### src/rtl/cpu_pkg.sv
// cpu_pkg: shared fetch-path types and default widths.
// Provides the fetch FSM state enum and width defaults.
package cpu_pkg;

  localparam int unsigned AddrWidthDef = 16;
  localparam int unsigned DataWidthDef = 16;

  typedef enum logic [1:0] {
    IDLE  = 2'd0,
    FETCH = 2'd1,
    HOLD  = 2'd2
  } fetch_state_e;

endpackage

### src/rtl/pc_counter.sv
// pc_counter: program counter with load and increment.
// Ports: clock, reset_n, load/load_value, incr -> pc.
module pc_counter
  import cpu_pkg::*;
#(
  parameter int unsigned          AddrWidth   = AddrWidthDef,
  parameter logic [AddrWidth-1:0] ResetVector = '0
) (
  input  logic                 clock,
  input  logic                 reset_n,
  input  logic                 load,
  input  logic [AddrWidth-1:0] load_value,
  input  logic                 incr,
  output logic [AddrWidth-1:0] pc
);

  localparam logic [AddrWidth-1:0] One = AddrWidth'(1);

  // Increment wraps silently at all-ones.
  always_ff @(posedge clock or negedge reset_n) begin
    if (!reset_n) begin
      pc <= ResetVector;
    end else if (load) begin
      pc <= load_value;
    end else if (incr) begin
      pc <= pc + One;
    end
  end

endmodule

### src/rtl/fetch_unit.sv
// fetch_unit: single-outstanding instruction fetcher.
// Ports: memory req/ack, IR data/load, valid/ready, redirect.
module fetch_unit
  import cpu_pkg::*;
#(
  parameter int unsigned          AddrWidth   = AddrWidthDef,
  parameter int unsigned          DataWidth   = DataWidthDef,
  parameter logic [AddrWidth-1:0] ResetVector = '0
) (
  input  logic                 clock,
  input  logic                 reset_n,
  output logic                 mem_req,
  output logic [AddrWidth-1:0] mem_addr,
  input  logic                 mem_ack,
  input  logic [DataWidth-1:0] mem_rdata,
  output logic [DataWidth-1:0] ir_data,
  output logic                 ir_load,
  output logic                 instr_valid,
  input  logic                 instr_ready,
  output logic [AddrWidth-1:0] instr_pc,
  input  logic                 redirect,
  input  logic [AddrWidth-1:0] redirect_pc
);

  fetch_state_e state;
  fetch_state_e state_d;

  logic                 squash;
  logic                 squash_d;
  logic [AddrWidth-1:0] pc;
  logic [AddrWidth-1:0] old_addr;

  logic pc_load;
  logic pc_incr;
  logic take;
  logic drop;
  logic keep_addr;

  pc_counter #(
    .AddrWidth  (AddrWidth),
    .ResetVector(ResetVector)
  ) u_pc (
    .clock     (clock),
    .reset_n   (reset_n),
    .load      (pc_load),
    .load_value(redirect_pc),
    .incr      (pc_incr),
    .pc        (pc)
  );

  // While squashing, pc already holds the redirect
  // target; the bus must keep the old request address.
  assign mem_req  = (state == FETCH);
  assign mem_addr = squash ? old_addr : pc;

  always_ff @(posedge clock or negedge reset_n) begin
    if (!reset_n) begin
      state  <= IDLE;
      squash <= 1'b0;
    end else begin
      state  <= state_d;
      squash <= squash_d;
    end
  end

  always_comb begin
    state_d   = state;
    squash_d  = squash;
    pc_load   = 1'b0;
    pc_incr   = 1'b0;
    take      = 1'b0;
    drop      = 1'b0;
    keep_addr = 1'b0;
    unique case (state)
      IDLE: begin
        state_d = FETCH;
        pc_load = redirect;
      end
      FETCH: begin
        if (squash) begin
          pc_load = redirect;
          if (mem_ack) begin
            squash_d = 1'b0;
            state_d  = IDLE;
          end
        end else if (redirect) begin
          // Acked data is dropped; an unacked request
          // stays on the bus until its ack arrives.
          pc_load = 1'b1;
          if (!mem_ack) begin
            squash_d  = 1'b1;
            keep_addr = 1'b1;
          end
        end else if (mem_ack) begin
          take    = 1'b1;
          pc_incr = 1'b1;
          state_d = HOLD;
        end
      end
      HOLD: begin
        if (redirect) begin
          pc_load = 1'b1;
          drop    = 1'b1;
          state_d = FETCH;
        end else if (instr_ready) begin
          drop    = 1'b1;
          state_d = FETCH;
        end
      end
      default: begin
        state_d = IDLE;
      end
    endcase
  end

  always_ff @(posedge clock or negedge reset_n) begin
    if (!reset_n) begin
      old_addr <= ResetVector;
    end else if (keep_addr) begin
      old_addr <= pc;
    end
  end

  always_ff @(posedge clock or negedge reset_n) begin
    if (!reset_n) begin
      ir_data     <= '0;
      instr_pc    <= '0;
      instr_valid <= 1'b0;
      ir_load     <= 1'b0;
    end else begin
      ir_load <= take;
      if (take) begin
        ir_data     <= mem_rdata;
        instr_pc    <= pc;
        instr_valid <= 1'b1;
      end else if (drop) begin
        instr_valid <= 1'b0;
      end
    end
  end

endmodule

### config.mk
export PLATFORM = sky130hd
export DESIGN_NAME = fetch_unit
export DESIGN_NICKNAME = d
export VERILOG_FILES = /design/src/rtl/cpu_pkg.sv /design/src/rtl/pc_counter.sv /design/src/rtl/fetch_unit.sv
export SDC_FILE = /design/constraint.sdc
export NUM_CORES = 1
export LEC_CHECK = 0
export CELL_PAD_IN_SITES_DETAIL_PLACEMENT = 1
export CELL_PAD_IN_SITES_GLOBAL_PLACEMENT = 1
export CORE_ASPECT_RATIO = 1.5
export CORE_MARGIN = 2
export CORE_UTILIZATION = 36
export DETAILED_ROUTE_END_ITERATION = 10
export PLACE_DENSITY = 0.89
export SLEW_MARGIN = 5
export SYNTH_ARGS = -nofsm -noshare
export SYNTH_HDL_FRONTEND = slang
export SYNTH_SLANG_ARGS = --single-unit
### constraint.sdc
create_clock -name clock -period 2.25 [get_ports clock]
set_input_delay 0.45 -clock clock [delete_from_list [all_inputs] [get_ports clock]]
set_output_delay 0.45 -clock clock [all_outputs]
set_load 0.005 [all_outputs]
==> metrics.md <==
| Metric | Value |
|---|---|
| Run status | `completed` |
| Data arrival time at the worst-slack endpoint | `around 1.7 ns` |
| Number of hold buffers added after CTS | `0` |
| Worst Setup Start Kind | `register` |
| Routed Wire Length | `9698 um` |
| Core region area | `approximately 0.0084 mm^2` |
| Most used standard cells in the synthesized netlist | `108 x sky130_fd_sc_hd__nand2_1, 69 x sky130_fd_sc_hd__dfrtp_1, 24 x sky130_fd_sc_hd__mux2_2` |
| Startpoint of the most critical register-to-register path | `u_pc.pc[0]` |
| Worst-case clock buffer depth | `2` |
| Top achievable clock speed | `457.2 MHz` |
| Vertical die dimension | `118.2 um` |
| Cell with the most instances after synthesis | `sky130_fd_sc_hd__nand2_1` |
| Final critical delay including setup and external delays | `between 2 and 2.5 ns` |
| Synth-to-Final Area Change | `45.64%` |
| Async SR Flop Fraction | `1.000` |
| Slew Limit Headroom | `0.7429` |
| Area of the multi-input gates | `approximately 0.0013 mm^2` |
| Root Driver | `sky130_fd_sc_hd__clkbuf_16` |
| Max-slew violation count | `0` |
| Critical path origin | `squash` |
| Number of enable flip-flop cells after synthesis | `0` |
| Worst setup slack for register-to-register paths | `0.26 ns` |
| Post-Synthesis Net Count | `about 360` |
| Vias after detailed routing | `around 2800` |
| Area of the die | `around 0.0095 mm^2` |
| # Max-Cap Violations | `0` |
| Worst setup slack after layout | `about 0.063 ns` |
| Detail-routed net length per standard cell | `approximately 18 um` |
| # H-tree levels | `3` |
| Number of core rows | `41` |
| Finish-stage setup viols | `0` |
| Adder-Cell Fraction of Synth Area | `0.003997` |
| Pin count of the biggest net entering global routing | `70` |
| Pwr Density | `~1200 mW/mm^2` |
| Flip-flop and latch count after synthesis | `69` |
| Number of global-route vias before repair | `3023` |
| Post-route DRC violation count | `0` |
| Synthesized-area fraction occupied by ao, oa, aoi and oai cells | `0.09432` |
| Final weighted congestion in routability-driven placement | `between 0.7 and 0.8` |
| Hpwl dp | `approximately 6700 um` |
| Post-route antenna net violation count | `0` |
| Die boundary width | `80.14 um` |
| Initial core utilization | `0.3721` |
| Synthesized instance count | `about 320` |
| Filler Cell Count | `roughly 940` |
| Post-Synth XOR/XNOR Area | `0.01399` |
| Total of buffers placed on input and output ports | `87` |
| Setup repair after global routing missed its margin | `no` |
| TritonCTS sink count | `between 60 and 70` |
| Dominant combinational cell family by area after synthesis | `simple AND/OR/NAND/NOR gates` |
| Static Leak | `around 2.0 nW` |
| Count of endpoints failing hold in the final timing report | `0` |
| Number of detailed-routing iterations run before antenna repair | `4` |
| Internal power | `3.939 mW` |
| Clk slew on worst S/H paths | `roughly 0.050 ns` |
| Switching power summed over all nets | `~1.7 mW` |
| Comb pwr share | `0.375` |
| Number of DRC markers in iteration 0 | `approximately 170` |
| Proportion of synthesized chip area in sequential cells | `0.5516` |
| Setup TNS Final | `0 ns` |
| First-pass GRT wire length | `about 16000 um` |
| Antenna cells | `0` |
| Post-synthesis area per instance | `between 9 and 10 um^2` |
| Fraction of post-synthesis cell area in the top cell type by area | `0.5516` |
| Post-synthesis cell type with the largest combined area | `sky130_fd_sc_hd__dfrtp_1` |
| Required time of the critical path | `1.80 ns` |
| Highest fanout seen on the critical path | `15` |
| Critical path class | `register to primary output` |
| Final #Nets | `about 460` |
| IO Pins | `88` |
| Simple-Gate Fraction of Synth Area | `0.2194` |
| CTS Buf Count | `9` |
| Pre-CTS setup slack | `-0.04839 ns` |
| Sequential cell fraction of total power | `0.366` |
| Fraction of layout instances using a drive strength above 1 | `0.1698` |
| Peak supply drop | `513.9 uV` |
| Clock tree from TritonCTS | `done` |
| Final worst clock skew | `roughly 0.0085 ns` |
| Most area-consuming cells after synthesis | `sky130_fd_sc_hd__dfrtp_1 55%, sky130_fd_sc_hd__nand2_1 13%, sky130_fd_sc_hd__mux2_2 8.6%, sky130_fd_sc_hd__o21ai_0 3.7%, sky130_fd_sc_hd__xnor2_1 1.4%` |
| Clock latency at the later pin of the worst-skew pair | `between 0.3 and 0.4 ns` |
| Global Route Usage Sum | `0.2177` |
| Initial antenna violation count | `0` |
| Worst-case hold slack | `around 0.12 ns` |
| Switching fraction of total power | `0.3017` |
| Yosys cell types | `44` |
| Yosys warns | `0` |
| Netlist area before placement | `0.003131 mm^2` |
| Slew @ Worst Pin | `approximately 0.38 ns` |
| Sequential standard cell area | `0.001727 mm^2` |
| Mux share of post-synthesis cell area | `0.08633` |
| Most used DFF post-synth | `sky130_fd_sc_hd__dfrtp_1` |
| Part of the power in the clock network | `0.259` |
| Total gr overflow | `0` |
| Kind of path behind the tightest hold check | `primary input to asynchronous set/reset pin` |
| Final worst-path cycle share | `0.9722` |
| Routed via count divided by cell count | `between 5 and 6` |
| CP Capture Type | `primary output` |
==> state kept, by name (all words and copies together) (netlist names) <==
name / cells
instr_pc: 16
ir_data: 16
old_addr: 16
u_pc.pc: 16
state: 2
instr_valid: 1
ir_load: 1
squash: 1
==> final cells by class <==
type / count / share of cell area
inverters: 6 / 0.004940
multi-input cells: 225 / 0.2876
repair buffers: 108 / 0.2308
well taps: 107 / 0.02936
clock buffers: 13 / 0.05928
flip-flops and latches: 69 / 0.3787
clock inverters: 3 / 0.009330
==> power by group through the flow <==
stage          Sequential, mW  Combinational, mW  Clock (mW)
2_1_floorplan            2.02              0.846           0
3_3_place_gp             2.03               2.03           0
3_5_place_dp             2.07               2.11           0
4_1_cts                  2.07               2.14        1.48
5_1_grt                  2.13               2.32        1.54
6_report                 2.07               2.12        1.46
==> cells by family after synthesis <==
family	Yosys count
buffers and inverters	23
AO/OA/AOI/OAI	46
AND/OR/NAND/NOR	149
XOR/XNOR	5
multiplexers	24
adder cells (fa/ha/maj)	1
flip-flops	69
==> placed cells by master (no fill, tap or decap), types with 3 or more instances in the layout <==
cell type	instances
sky130_fd_sc_hd__or2_2	3
sky130_fd_sc_hd__buf_4	18
sky130_fd_sc_hd__clkbuf_8	3
sky130_fd_sc_hd__nand3_1	6
sky130_fd_sc_hd__o21ai_0	23
sky130_fd_sc_hd__dfrtp_1	69
sky130_fd_sc_hd__clkbuf_16	9
sky130_fd_sc_hd__a31oi_1	4
sky130_fd_sc_hd__nor2_1	7
sky130_fd_sc_hd__clkdlybuf4s50_1	86
sky130_fd_sc_hd__xnor2_1	5
sky130_fd_sc_hd__inv_1	5
sky130_fd_sc_hd__nor3_1	6
sky130_fd_sc_hd__nand2_1	108
sky130_fd_sc_hd__mux2_2	24
==> routing by layer <==
| metal | wire, um | up-vias | GRT usage |
|---|---|---|---|
| met5 | 0 | - | 0 |
| met4 | 427 | 0 | 0.1144 |
| met3 | 338 | 29 | 0.03740 |
| met2 | 5201 | 85 | 0.3750 |
| met1 | 3731 | 1386 | 0.2519 |
| li1 | - | 1281 | - |
==> timing repair <==
| item | 4_1_cts | 5_1_grt |
|---|---|---|
| endpoints found under the setup margin | 0 | 2 |
| gates resized for setup | 0 | 2 |
| buffers inserted | 0 | 0 |
==> worst paths after layout <==
path,endpoint,cells past startpoint
min in group clock,ir_data[9],2
max in group asynchronous,u_pc.pc[3],2
hold / removal,state[0],2
hold reg to reg,ir_data[9],2
setup reg to reg,u_pc.pc[12],5
setup / recovery,mem_addr[12],3
==> stage by stage <==
stage / cell area [um^2] / std cells / power, mW / utilization
finish: 4559 / 531 / 5.641 / 0.5419
global route: 4559 / 531 / 5.991 / 0.5419
CTS: 4553 / 531 / 5.684 / 0.5412
detailed placement: 4240 / 515 / 4.181 / 0.5040
global placement: 4240 / 515 / 4.057 / 0.5040
floorplan: 3131 / 317 / 2.861 / -
==> worst max-delay path, stage by stage (launching register included) <==
cell and delay [ns]:
sky130_fd_sc_hd__dfrtp_1 0.38, sky130_fd_sc_hd__buf_4 0.23, sky130_fd_sc_hd__mux2_2 0.35, sky130_fd_sc_hd__clkdlybuf4s50_1 0.45
No activity file was read; power rests on OpenSTA's default activity.
